`src/rtl/apb_slave_pkg.sv`:
```
// Shared types and helpers for the parametrised APB completer.
package apb_slave_pkg;

  typedef enum logic [1:0] {IDLE, WAIT, READY} apb_state_e;

  localparam int unsigned DATA_W_DFLT = 8;
  localparam int unsigned STRB_W      = DATA_W_DFLT / 8;
  localparam int unsigned WCNT_W      = 4;

  // Word addresses at or beyond the implemented depth get an error response.
  function automatic logic addr_err(input logic [31:0] addr, input int unsigned depth);
    return addr >= depth;
  endfunction

endpackage

```
`src/rtl/apb_slave_regfile.sv`:
```
// DEPTH x DATA_W storage: async clear, one byte-enabled write port, one combinational read port.
module apb_slave_regfile
  import apb_slave_pkg::*;
#(
  parameter int unsigned DATA_W = 8,
  parameter int unsigned ADDR_W = 3,
  parameter int unsigned DEPTH  = 8
) (
  input  logic                pclk,
  input  logic                preset,
  input  logic                we,
  input  logic [ADDR_W-1:0]   waddr,
  input  logic [DATA_W-1:0]   wdata,
  input  logic [DATA_W/8-1:0] wbe,
  input  logic [ADDR_W-1:0]   raddr,
  output logic [DATA_W-1:0]   rdata
);

  localparam int unsigned NB    = DATA_W / 8;
  localparam int unsigned IDX_W = (DEPTH > 1) ? $clog2(DEPTH) : 1;

  logic [DATA_W-1:0] mem [DEPTH];
  logic [IDX_W-1:0]  widx;
  logic [IDX_W-1:0]  ridx;

  assign widx = IDX_W'(waddr);
  assign ridx = IDX_W'(raddr);

  always_ff @(posedge pclk or posedge preset) begin
    if (preset) begin
      for (int i = 0; i < int'(DEPTH); i++) mem[i] <= '0;
    end else if (we && !addr_err(32'(waddr), DEPTH)) begin
      for (int b = 0; b < int'(NB); b++) begin
        if (wbe[b]) mem[widx][b*8 +: 8] <= wdata[b*8 +: 8];
      end
    end
  end

  // Out-of-range reads return zero so the index never leaves the array.
  always_comb begin
    rdata = '0;
    if (!addr_err(32'(raddr), DEPTH)) rdata = mem[ridx];
  end

endmodule

```
`src/rtl/apb_slave_param.sv`:
```
// Parametrised APB3/APB4 completer with wait states and PSLVERR on out-of-range addresses.
// Define APB_SLAVE_PSTRB_EN to add the pstrb port and byte-masked writes.
module apb_slave_param
  import apb_slave_pkg::*;
#(
  parameter int unsigned DATA_W      = 8,
  parameter int unsigned ADDR_W      = 3,
  parameter int unsigned DEPTH       = 8,
  parameter int unsigned WAIT_STATES = 0
) (
  input  logic                pclk,
  input  logic                preset,
  input  logic                psel,
  input  logic                penable,
  input  logic                pwrite,
  input  logic [ADDR_W-1:0]   paddr,
  input  logic [DATA_W-1:0]   pwdata,
`ifdef APB_SLAVE_PSTRB_EN
  input  logic [DATA_W/8-1:0] pstrb,
`endif
  output logic                pready,
  output logic                pslverr,
  output logic [DATA_W-1:0]   prdata
);

  localparam int unsigned NB        = DATA_W / 8;
  localparam int unsigned WCNT_INIT = (WAIT_STATES == 0) ? 0 : WAIT_STATES - 1;

  apb_state_e        state;
  logic [ADDR_W-1:0] addr_q;
  logic [DATA_W-1:0] wdata_q;
  logic              write_q;
  logic              err_q;
  logic [WCNT_W-1:0] wcnt;
  logic [NB-1:0]     be_q;

  logic              setup_c;
  logic              err_c;
  logic [NB-1:0]     be_c;
  logic              we_c;
  logic [ADDR_W-1:0] raddr_c;
  logic [DATA_W-1:0] rdata_c;

  assign setup_c = psel && !penable;
  assign raddr_c = setup_c ? paddr : addr_q;

  // A read carrying strobes is an APB4 protocol error; a write's strobes become byte enables.
  always_comb begin
    err_c = addr_err(32'(paddr), DEPTH);
    be_c  = '1;
`ifdef APB_SLAVE_PSTRB_EN
    be_c  = pstrb;
    if (!pwrite && (pstrb != '0)) err_c = 1'b1;
`endif
  end

  assign we_c = (state == READY) && psel && penable && pready && write_q && !err_q;

  apb_slave_regfile #(
    .DATA_W (DATA_W),
    .ADDR_W (ADDR_W),
    .DEPTH  (DEPTH)
  ) u_regfile (
    .pclk   (pclk),
    .preset (preset),
    .we     (we_c),
    .waddr  (addr_q),
    .wdata  (wdata_q),
    .wbe    (be_q),
    .raddr  (raddr_c),
    .rdata  (rdata_c)
  );

  always_ff @(posedge pclk or posedge preset) begin
    if (preset) begin
      state   <= IDLE;
      addr_q  <= '0;
      wdata_q <= '0;
      write_q <= 1'b0;
      err_q   <= 1'b0;
      be_q    <= '0;
      wcnt    <= '0;
      pready  <= 1'b0;
      pslverr <= 1'b0;
      prdata  <= '0;
    end else if (setup_c) begin
      // Setup phase from any state restarts the transfer.
      addr_q  <= paddr;
      wdata_q <= pwdata;
      write_q <= pwrite;
      err_q   <= err_c;
      be_q    <= be_c;
      if (WAIT_STATES == 0) begin
        state   <= READY;
        pready  <= 1'b1;
        pslverr <= err_c;
        prdata  <= (!pwrite && !err_c) ? rdata_c : '0;
      end else begin
        state   <= WAIT;
        wcnt    <= WCNT_W'(WCNT_INIT);
        pready  <= 1'b0;
        pslverr <= 1'b0;
        prdata  <= '0;
      end
    end else if (state != IDLE && !psel) begin
      state   <= IDLE;
      pready  <= 1'b0;
      pslverr <= 1'b0;
      prdata  <= '0;
    end else begin
      case (state)
        WAIT: begin
          if (wcnt == '0) begin
            state   <= READY;
            pready  <= 1'b1;
            pslverr <= err_q;
            prdata  <= (!write_q && !err_q) ? rdata_c : '0;
          end else begin
            wcnt <= wcnt - WCNT_W'(1);
          end
        end
        READY: begin
          state   <= IDLE;
          pready  <= 1'b0;
          pslverr <= 1'b0;
          prdata  <= '0;
        end
        default: state <= IDLE;
      endcase
    end
  end

endmodule

```
`config.mk`:
```
export PLATFORM = sky130hd
export DESIGN_NAME = apb_slave_param
export DESIGN_NICKNAME = d
export VERILOG_FILES = /design/src/rtl/apb_slave_pkg.sv /design/src/rtl/apb_slave_regfile.sv /design/src/rtl/apb_slave_param.sv
export SDC_FILE = /design/constraint.sdc
export NUM_CORES = 1
export LEC_CHECK = 0
export CORE_ASPECT_RATIO = 0.7
export CORE_MARGIN = 1
export CORE_UTILIZATION = 58
export DETAILED_ROUTE_END_ITERATION = 10
export PLACE_DENSITY = 0.79
export SLEW_MARGIN = 30
export SYNTH_ARGS = -nofsm -noshare
export SYNTH_HDL_FRONTEND = slang
export SYNTH_SLANG_ARGS = --single-unit
export TNS_END_PERCENT = 1
```
`constraint.sdc`:
```
create_clock -name pclk -period 3.65 [get_ports pclk]
set_clock_uncertainty 0.15 [all_clocks]
set_input_delay 0.73 -clock pclk [delete_from_list [all_inputs] [get_ports pclk]]
set_output_delay 0.73 -clock pclk [all_outputs]
set_load 0.02 [all_outputs]
```
==> impl_summary.log, run 1 <==
INFO  metric route.layer.met1.wl = 3.74 mm
INFO  metric fin_cells = 437
INFO  metric fmax = 353 MHz
INFO  metric maxCapViolCount = 0
INFO  metric min_path_type = reg -> reg
INFO  metric critical_path.startpoint_type = input pin
INFO  metric placed_cells = 421
INFO  metric synth_async_sr_flop_share = 1.00
INFO  metric hold-worst-slack = 325 ps
INFO  metric leakage = 2.14 nW
INFO  metric worst_slew_pin_slew = 780 ps
INFO  metric cp_data_required_time = 3750 ps
INFO  metric routed_via_density = 5.75
INFO  metric worstPathArrival = 2930 ps
INFO  metric post_route_minimum_period = 2830 ps
INFO  metric fraction_of_final_layout_cells_sized_beyond_drive_strength_1 = 0.315
INFO  metric regToRegSetupSlack = 1460 ps
INFO  metric timing_worst_setup_path_type = in -> reg
INFO  metric dpl.hpwl = 5.67 mm
INFO  metric nNetsFinal = 357
INFO  metric groute.usage.overall = 0.272
INFO  metric port_buffers = 24
INFO  metric slew_headroom = 0.478
INFO  metric fp.dieW = 99.6 um
INFO  metric routed_via_count = 2514
INFO  metric maxSlewViolCount = 0
INFO  metric worst_hold_path.num_cells = 1
INFO  metric setup_violations = 0
INFO  metric drc_errors = 0
INFO  metric ctsLongestPathBuffers = 2
INFO  metric crit_path_max_fanout = 16
INFO  metric wl_per_cell = 19.4 um
INFO  metric synth.cell_area = 3870 sq um
INFO  metric dieHeight = 70.4 um
INFO  metric hold_buffer_count_at_cts = 0
INFO  metric postSynth.topFlopCell = sky130_fd_sc_hd__dfrtp_1
INFO  metric synthToLayoutAreaGrowth = 14.2%
INFO  metric globalRoute.totalOverflow = 0
INFO  metric worstHoldStart = be_q$_DFFE_PP0N_
INFO  metric io-pin-count = 26
INFO  metric fin_setup_tns = 0 ps
INFO  metric run_status = finished clean
INFO  metric seq_area_frac_synth = 0.562
INFO  metric clkLatencyLatePin = 350 ps
INFO  metric worst_r2r_path_depth = 4
INFO  metric grt_max_degree = 56
INFO  metric top_layer_used = met4
INFO  metric synth.ff_latch_count = 87
INFO  metric worst_r2r_endpoint = u_regfile.mem[32]$_DFFE_PP0P_
INFO  metric timing.hold.worst_endpoint = be_q$_DFFE_PP0N_
INFO  metric core = 6340 sq um
INFO  metric clock_buffers_created_by_tritoncts = 9
INFO  metric tritoncts = built
INFO  metric post_synth.cell_area_avg = 12.5 sq um
INFO  metric postSynthNetCount = 325
INFO  metric ctsHtreeMaxLevel = 3
INFO  metric p_per_area = 450 nW/um^2
INFO  metric netlist_instances = 309
INFO  metric rsz0062_at_grt = false
INFO  metric wl_met3 = 759 um
INFO  metric antennaDiodeCount = 0
INFO  metric vias_in_the_first_global_route = 2575
INFO  metric met2_wirelength = 3.89 mm
INFO  metric synth-warning-count = 0
INFO  metric clock_sink_count = 87
INFO  metric postRouteAntennaNets = 0
INFO  metric drt_pass1_iterations = 4
INFO  metric reg2reg_from = addr_q[0]$_DFF_PP0_
INFO  metric fin_crit_sh = 0.775
INFO  metric violation_count_after_the_first_detailed_route_iteration = 143
INFO  metric grt_antenna_before_repair = 0
INFO  metric gp_routability_congestion = 0.794
INFO  metric final-hold-violation-count = 0
INFO  metric cp-end-kind = flop
INFO  metric routed_wl = 8.48 mm
INFO  metric clock_edge_transition_at_the_registers_on_the_reported_setup_and_hold_paths = 80 ps
INFO  metric dieArea = 7010 sq um
INFO  metric synth_cell_types = 42
INFO  metric clockRootBuffer = sky130_fd_sc_hd__clkbuf_8
INFO  metric core.rowCount = 24
INFO  metric start_util = 0.611
INFO  metric cts.repair_timing.setup_buffer_count = 0
INFO  metric maximum_resistive_drop_on_vdd = 0.311 mV
INFO  metric grt_first_pass_wirelength = 13.8 mm
INFO  metric cts-resized-gates = 0
INFO  metric synth-edff-count = 0
[where the power goes]
group / total (mW) / internal (mW) / switching [mW]
sequential: 1.09 / 1.03 / 0.0655
combinational: 0.287 / 0.133 / 0.154
clock: 0.609 / 0.283 / 0.326
total: 1.99 / 1.44 / 0.545
[per-layer routing]
| layer | vias to the layer above | global-route usage |
|---|---|---|
| li1 | 1139 | - |
| met1 | 1273 | 0.405 |
| met2 | 93 | 0.398 |
| met3 | 9 | 0.0701 |
| met4 | 0 | 0.0768 |
| met5 | - | 0 |
[critical path: stages]
cell	delay, ps
sky130_fd_sc_hd__clkdlybuf4s50_1	560
sky130_fd_sc_hd__nand2b_4	80
sky130_fd_sc_hd__inv_4	180
sky130_fd_sc_hd__mux2i_1	420
sky130_fd_sc_hd__inv_1	130
sky130_fd_sc_hd__nor2_1	210
sky130_fd_sc_hd__buf_4	170
sky130_fd_sc_hd__o2bb2a_1	210
sky130_fd_sc_hd__a31o_2	230
[sequential cells by signal, summed over array words and instances (netlist names)]
signal	flops
state	1
prdata	8
u_regfile.mem	64
write_q	1
be_q	1
wdata_q	8
pready	1
addr_q	3
[placed cells by master (no fill, tap or decap), types with 3 or more instances in the layout]
cell type,n
sky130_fd_sc_hd__clkbuf_8,11
sky130_fd_sc_hd__o31ai_1,4
sky130_fd_sc_hd__a21o_1,4
sky130_fd_sc_hd__nand2_1,58
sky130_fd_sc_hd__and2_1,3
sky130_fd_sc_hd__nand2b_1,3
sky130_fd_sc_hd__nor2b_1,3
sky130_fd_sc_hd__clkinv_2,3
sky130_fd_sc_hd__nor2_1,6
sky130_fd_sc_hd__mux2_2,69
sky130_fd_sc_hd__mux2i_1,9
sky130_fd_sc_hd__o2bb2ai_1,4
sky130_fd_sc_hd__inv_1,4
sky130_fd_sc_hd__a21oi_1,10
sky130_fd_sc_hd__clkdlybuf4s50_1,24
sky130_fd_sc_hd__a31o_2,6
sky130_fd_sc_hd__dfrtp_1,87
sky130_fd_sc_hd__buf_4,9
[Yosys cell counts, drive strengths merged (2+ instances only)]
cell type / instances / area share
nor3: 2 / 0.0055
and2: 3 / 0.0048
nand4: 2 / 0.0032
o2bb2ai: 4 / 0.0090
o31ai: 4 / 0.0078
mux2i: 10 / 0.029
mux2: 69 / 0.20
mux4: 2 / 0.012
clkbuf: 7 / 0.0068
nand2: 58 / 0.056
buf: 6 / 0.011
a21o: 4 / 0.0078
a31o: 6 / 0.014
nor2b: 3 / 0.0048
dfrtp: 87 / 0.56
a21oi: 10 / 0.013
nand2b: 4 / 0.0084
inv: 7 / 0.0074
nor2: 7 / 0.0074
[metrics by stage]
step / utilization / setup slack (ps) / instance area [sq um] / total power, mW
finish: 0.698 / 820 / 4420 / 1.99
global route: 0.698 / 645 / 4420 / 2.07
CTS: 0.698 / 845 / 4420 / 2.00
detailed placement: 0.670 / 477 / 4250 / 1.40
global placement: 0.670 / 530 / 4250 / 1.39
floorplan: - / 520 / 3870 / 1.28
[cell type report]
cell class                      count  area [sq um]
Clock buffer                       13           159
Clock inverter                      3          17.5
Fill cell                         473          1910
Inverter                            7          30.0
Multi-Input combinational cell    202          1600
Sequential cell                    87          2180
Tap cell                           91           114
Timing Repair Buffer               34           328
[kinds of logic after synthesis]
kind of cell	count (synthesis)	share of synthesized area
flip-flops	87	0.562
AND/OR/NAND/NOR	85	0.104
multiplexers	81	0.241
AO/OA/AOI/OAI	35	0.0656
buffers and inverters	20	0.0252
other	1	0.000969
[worst max path at each step]
stage	from	endpoint	cells after the start
3_3_place_gp	psel	prdata[4]$_DFFE_PP0P_	9
4_1_cts	psel	prdata[4]$_DFFE_PP0P_	9
5_1_grt	psel	prdata[4]$_DFFE_PP0P_	9
2_1_floorplan	preset	addr_q[0]$_DFF_PP0_	1
6_report	psel	prdata[4]$_DFFE_PP0P_	9
3_5_place_dp	psel	prdata[4]$_DFFE_PP0P_	9
(Power assumes the default switching activity.)
==> run 2, diff against run 1 <==
Settings changed: CORE_UTILIZATION 58 to 53, PLACE_DENSITY 0.79 to 0.76.
Clock period 3.65 ns to 2.4 ns, I/O delays scaled along.
==> run 2 against run 1 <==
  * Die area increased by 9.2%
  * Largest power group unchanged
  * Sequential share of layout area decreased by 3.2 points
  * Critical endpoint is now u_regfile.mem[47]$_DFFE_PP0P_
  * Combinational power increased by 73%
  * Power increased by 61%
  * Clock power increased by 71%
  * Sequential power increased by 52%
==> impl_summary.log, run 2 (synthesis results as in run 1) <==
INFO  metric timing_worst_setup_path_type = in -> reg
INFO  metric critPathMaxStageDelay = 560 ps (about the same)
INFO  metric worstPathArrival = 2410 ps (-520 ps)
INFO  metric gp_routability_congestion = 0.851 (+7.2%)
INFO  metric swShare = 0.265 (-0.00926)
INFO  metric grt_max_degree = 88 (+57%)
INFO  metric synthToLayoutAreaGrowth = 22.3%
INFO  metric cts-resized-gates = 0 (unchanged)
INFO  metric ctsHtreeMaxLevel = 3 (unchanged)
INFO  metric fraction_of_final_layout_cells_sized_beyond_drive_strength_1 = 0.375 (+0.0600)
INFO  metric run_status = finished clean
INFO  metric routed_via_count = 2577 (+2.5%)
INFO  metric clkLatencyLatePin = 350 ps (about the same)
INFO  metric worst_setup_startpoint = psel
INFO  metric global_route.usage.met2 = 0.400 (+0.00185)
INFO  metric core.rowCount = 25 (+4.2%)
INFO  metric hold-worst-slack = 345 ps (+20.4 ps)
INFO  metric reg2reg_from = state[1]$_DFF_PP0_
INFO  metric part_of_the_power_in_registers = 0.520 (-0.030)
INFO  metric wl_per_cell = 18.5 um (-4.4%)
INFO  metric largest_register_ffs = 64 (unchanged)
INFO  metric start_util = 0.560 (-0.0510)
INFO  metric violation_count_after_the_first_detailed_route_iteration = 112 (-22%)
INFO  metric comb_power_share = 0.155 (+0.011)
INFO  metric antennaDiodeCount = 0 (unchanged)
INFO  metric hold_buffer_count_at_cts = 0 (unchanged)
INFO  metric dieHeight = 73.5 um (+4.5%)
INFO  metric clock_edge_transition_at_the_registers_on_the_reported_setup_and_hold_paths = 90 ps (about the same)
INFO  metric fin_setup_tns = 0 ps (unchanged)
INFO  metric globalRoute.busiestLayer = met2
INFO  metric worstSetupEndpoint = u_regfile.mem[47]$_DFFE_PP0P_
INFO  metric cts.repair_timing.setup_buffer_count = 0 (unchanged)
INFO  metric max_flop_register = u_regfile.mem
INFO  metric cp-end-kind = flop
INFO  metric post_route_minimum_period = 2330 ps
INFO  metric maxCapViolCount = 0 (unchanged)
INFO  metric placed_area = 4510 sq um (+6.3%)
INFO  metric grt_antenna_before_repair = 0 (unchanged)
INFO  metric internal = 2.35 mW (+63%)
INFO  metric dieArea = 7660 sq um (+9.2%)
INFO  metric use_met3 = 0.0532 (-0.0168)
INFO  metric maxSlewViolCount = 0 (unchanged)
INFO  metric maximum_resistive_drop_on_vdd = 0.385 mV (+24%)
INFO  metric setup_violations = 0 (unchanged)
INFO  metric power.switching = 847 uW (+55%)
INFO  metric p_per_area = 676 nW/um^2 (+50%)
INFO  metric min_path_type = reg -> reg
INFO  metric p_clk_frac = 0.325 (+0.019)
INFO  metric fmax = 429 MHz
INFO  metric grt_met1_usage = 0.371 (-0.0339)
INFO  metric routed_via_density = 5.48 (-4.7%)
INFO  metric clock_sink_count = 87 (unchanged)
INFO  metric routed_wl = 8.72 mm (+2.8%)
INFO  metric critical_path.cell_chain = clkdlybuf4s50_1, nand4_1, or3_1, nor3b_4, buf_4, mux2_2
INFO  metric globalRoute.totalOverflow = 0 (unchanged)
INFO  metric nNetsFinal = 387 (+8.4%)
INFO  metric ctsLongestPathBuffers = 2 (unchanged)
INFO  metric sequential_area = 2180 sq um (unchanged)
INFO  metric rsz0062_at_grt = false
INFO  metric drc_errors = 0 (unchanged)
INFO  metric critical_path.startpoint_type = input pin
INFO  metric io-pin-count = 26 (unchanged)
INFO  metric regToRegSetupSlack = 410 ps (-1050 ps)
INFO  metric fp.dieW = 104 um (+4.5%)
INFO  metric vias_in_the_first_global_route = 2597 (+0.85%)
INFO  metric mostFrequentLayoutCells = sky130_fd_sc_hd__dfrtp_1 (87), sky130_fd_sc_hd__mux2_2 (69), sky130_fd_sc_hd__nand2_1 (58)
INFO  metric port_buffers = 24 (unchanged)
INFO  metric stdcell_area = 4730 sq um (+7.0%)
INFO  metric fill_cells = 519 (+9.7%)
INFO  metric groute.usage.overall = 0.256 (-0.0165)
INFO  metric worst_r2r_path_depth = 5 (+1)
INFO  metric timing.critical_path.slowest_stage_cell = sky130_fd_sc_hd__clkdlybuf4s50_1
INFO  metric worst_r2r_endpoint = u_regfile.mem[47]$_DFFE_PP0P_
INFO  metric leakage = 2.30 nW (+7.9%)
INFO  metric mostFrequentLayoutCell = sky130_fd_sc_hd__dfrtp_1
INFO  metric reg.largest.list = u_regfile.mem: 64 flops, prdata: 8 flops, wdata_q: 8 flops
INFO  metric clockRootBuffer = sky130_fd_sc_hd__clkbuf_8
INFO  metric multiInputGateArea = 1600 sq um (+0.23%)
INFO  metric cp_data_required_time = 2480 ps (-1270 ps)
INFO  metric core = 6910 sq um (+9.1%)
INFO  metric final-hold-violation-count = 0 (unchanged)
INFO  metric clock_buffers_created_by_tritoncts = 9 (unchanged)
INFO  metric power = 3.20 mW (+61%)
INFO  metric fin_cells = 470 (+7.6%)
INFO  metric tritoncts = built
INFO  metric dpl.hpwl = 6.14 mm (+8.3%)
INFO  metric placed_cells = 454 (+7.8%)
INFO  metric postRouteAntennaNets = 0 (unchanged)
INFO  metric crit_path_max_fanout = 4 (-12)
INFO  metric fin_crit_sh = 0.971
INFO  metric drt_pass1_iterations = 4 (unchanged)
INFO  metric grt_first_pass_wirelength = 14.2 mm (+2.9%)
## run 2: cell types whose count changed in the layout (fill, tap and decap cells not counted), sizes merged
| cell | previous run | this run |
|---|---|---|
| clkbuf | 13 | 12 |
| clkinv | 3 | 1 |
| bufinv | 0 | 1 |
| clkinvlp | 1 | 3 |
| buf | 10 | 40 |
## run 2: worst min-delay path by stage
stage	from	end	slack [ps]	cells after the start
after floorplan	be_q$_DFFE_PP0N_	be_q$_DFFE_PP0N_	280	1
final	write_q$_DFFE_PP0N_	write_q$_DFFE_PP0N_	350	2
after global placement	write_q$_DFFE_PP0N_	write_q$_DFFE_PP0N_	310	2
after CTS	write_q$_DFFE_PP0N_	write_q$_DFFE_PP0N_	350	2
after global routing	u_regfile.mem[42]$_DFFE_PP0P_	u_regfile.mem[42]$_DFFE_PP0P_	370	1
after detailed placement	write_q$_DFFE_PP0N_	write_q$_DFFE_PP0N_	330	2
## run 2: power by group through the flow
stage / clock (mW) / combinational (mW) / sequential, mW
after floorplan: 0 / 0.290 / 1.67
after global placement: 0 / 0.480 / 1.69
after detailed placement: 0 / 0.491 / 1.69
after CTS: 1.06 / 0.493 / 1.66
after global routing: 1.12 / 0.542 / 1.68
final: 1.04 / 0.496 / 1.66
## run 2: metal layers
layer,up-vias,part of all wire
met4,0,0.0042
met3,4,0.069
li1,1212,-
met1,1290,0.47
met2,71,0.46
met5,-,0
## run 2: critical path: cells and delay by family
kind,cells,cell delay [ps]
buf+inv,2,730
simple gates,3,850
mux,1,340
## run 2: area by class of cell
class | count | area share
well taps | 94 | 0.0248
inverters | 7 | 0.00740
repair buffers | 64 | 0.126
clock inverters | 4 | 0.0114
clock buffers | 12 | 0.0328
multi-input cells | 202 | 0.338
flip-flops and latches | 87 | 0.460
## run 2: per-stage QoR
stage | utilization | worst slack, ps
floorplan | - | 229
global placement | 0.653 | -234
detailed placement | 0.653 | -300
CTS | 0.683 | 71.5
global route | 0.685 | 13.0
finish | 0.685 | 70.3
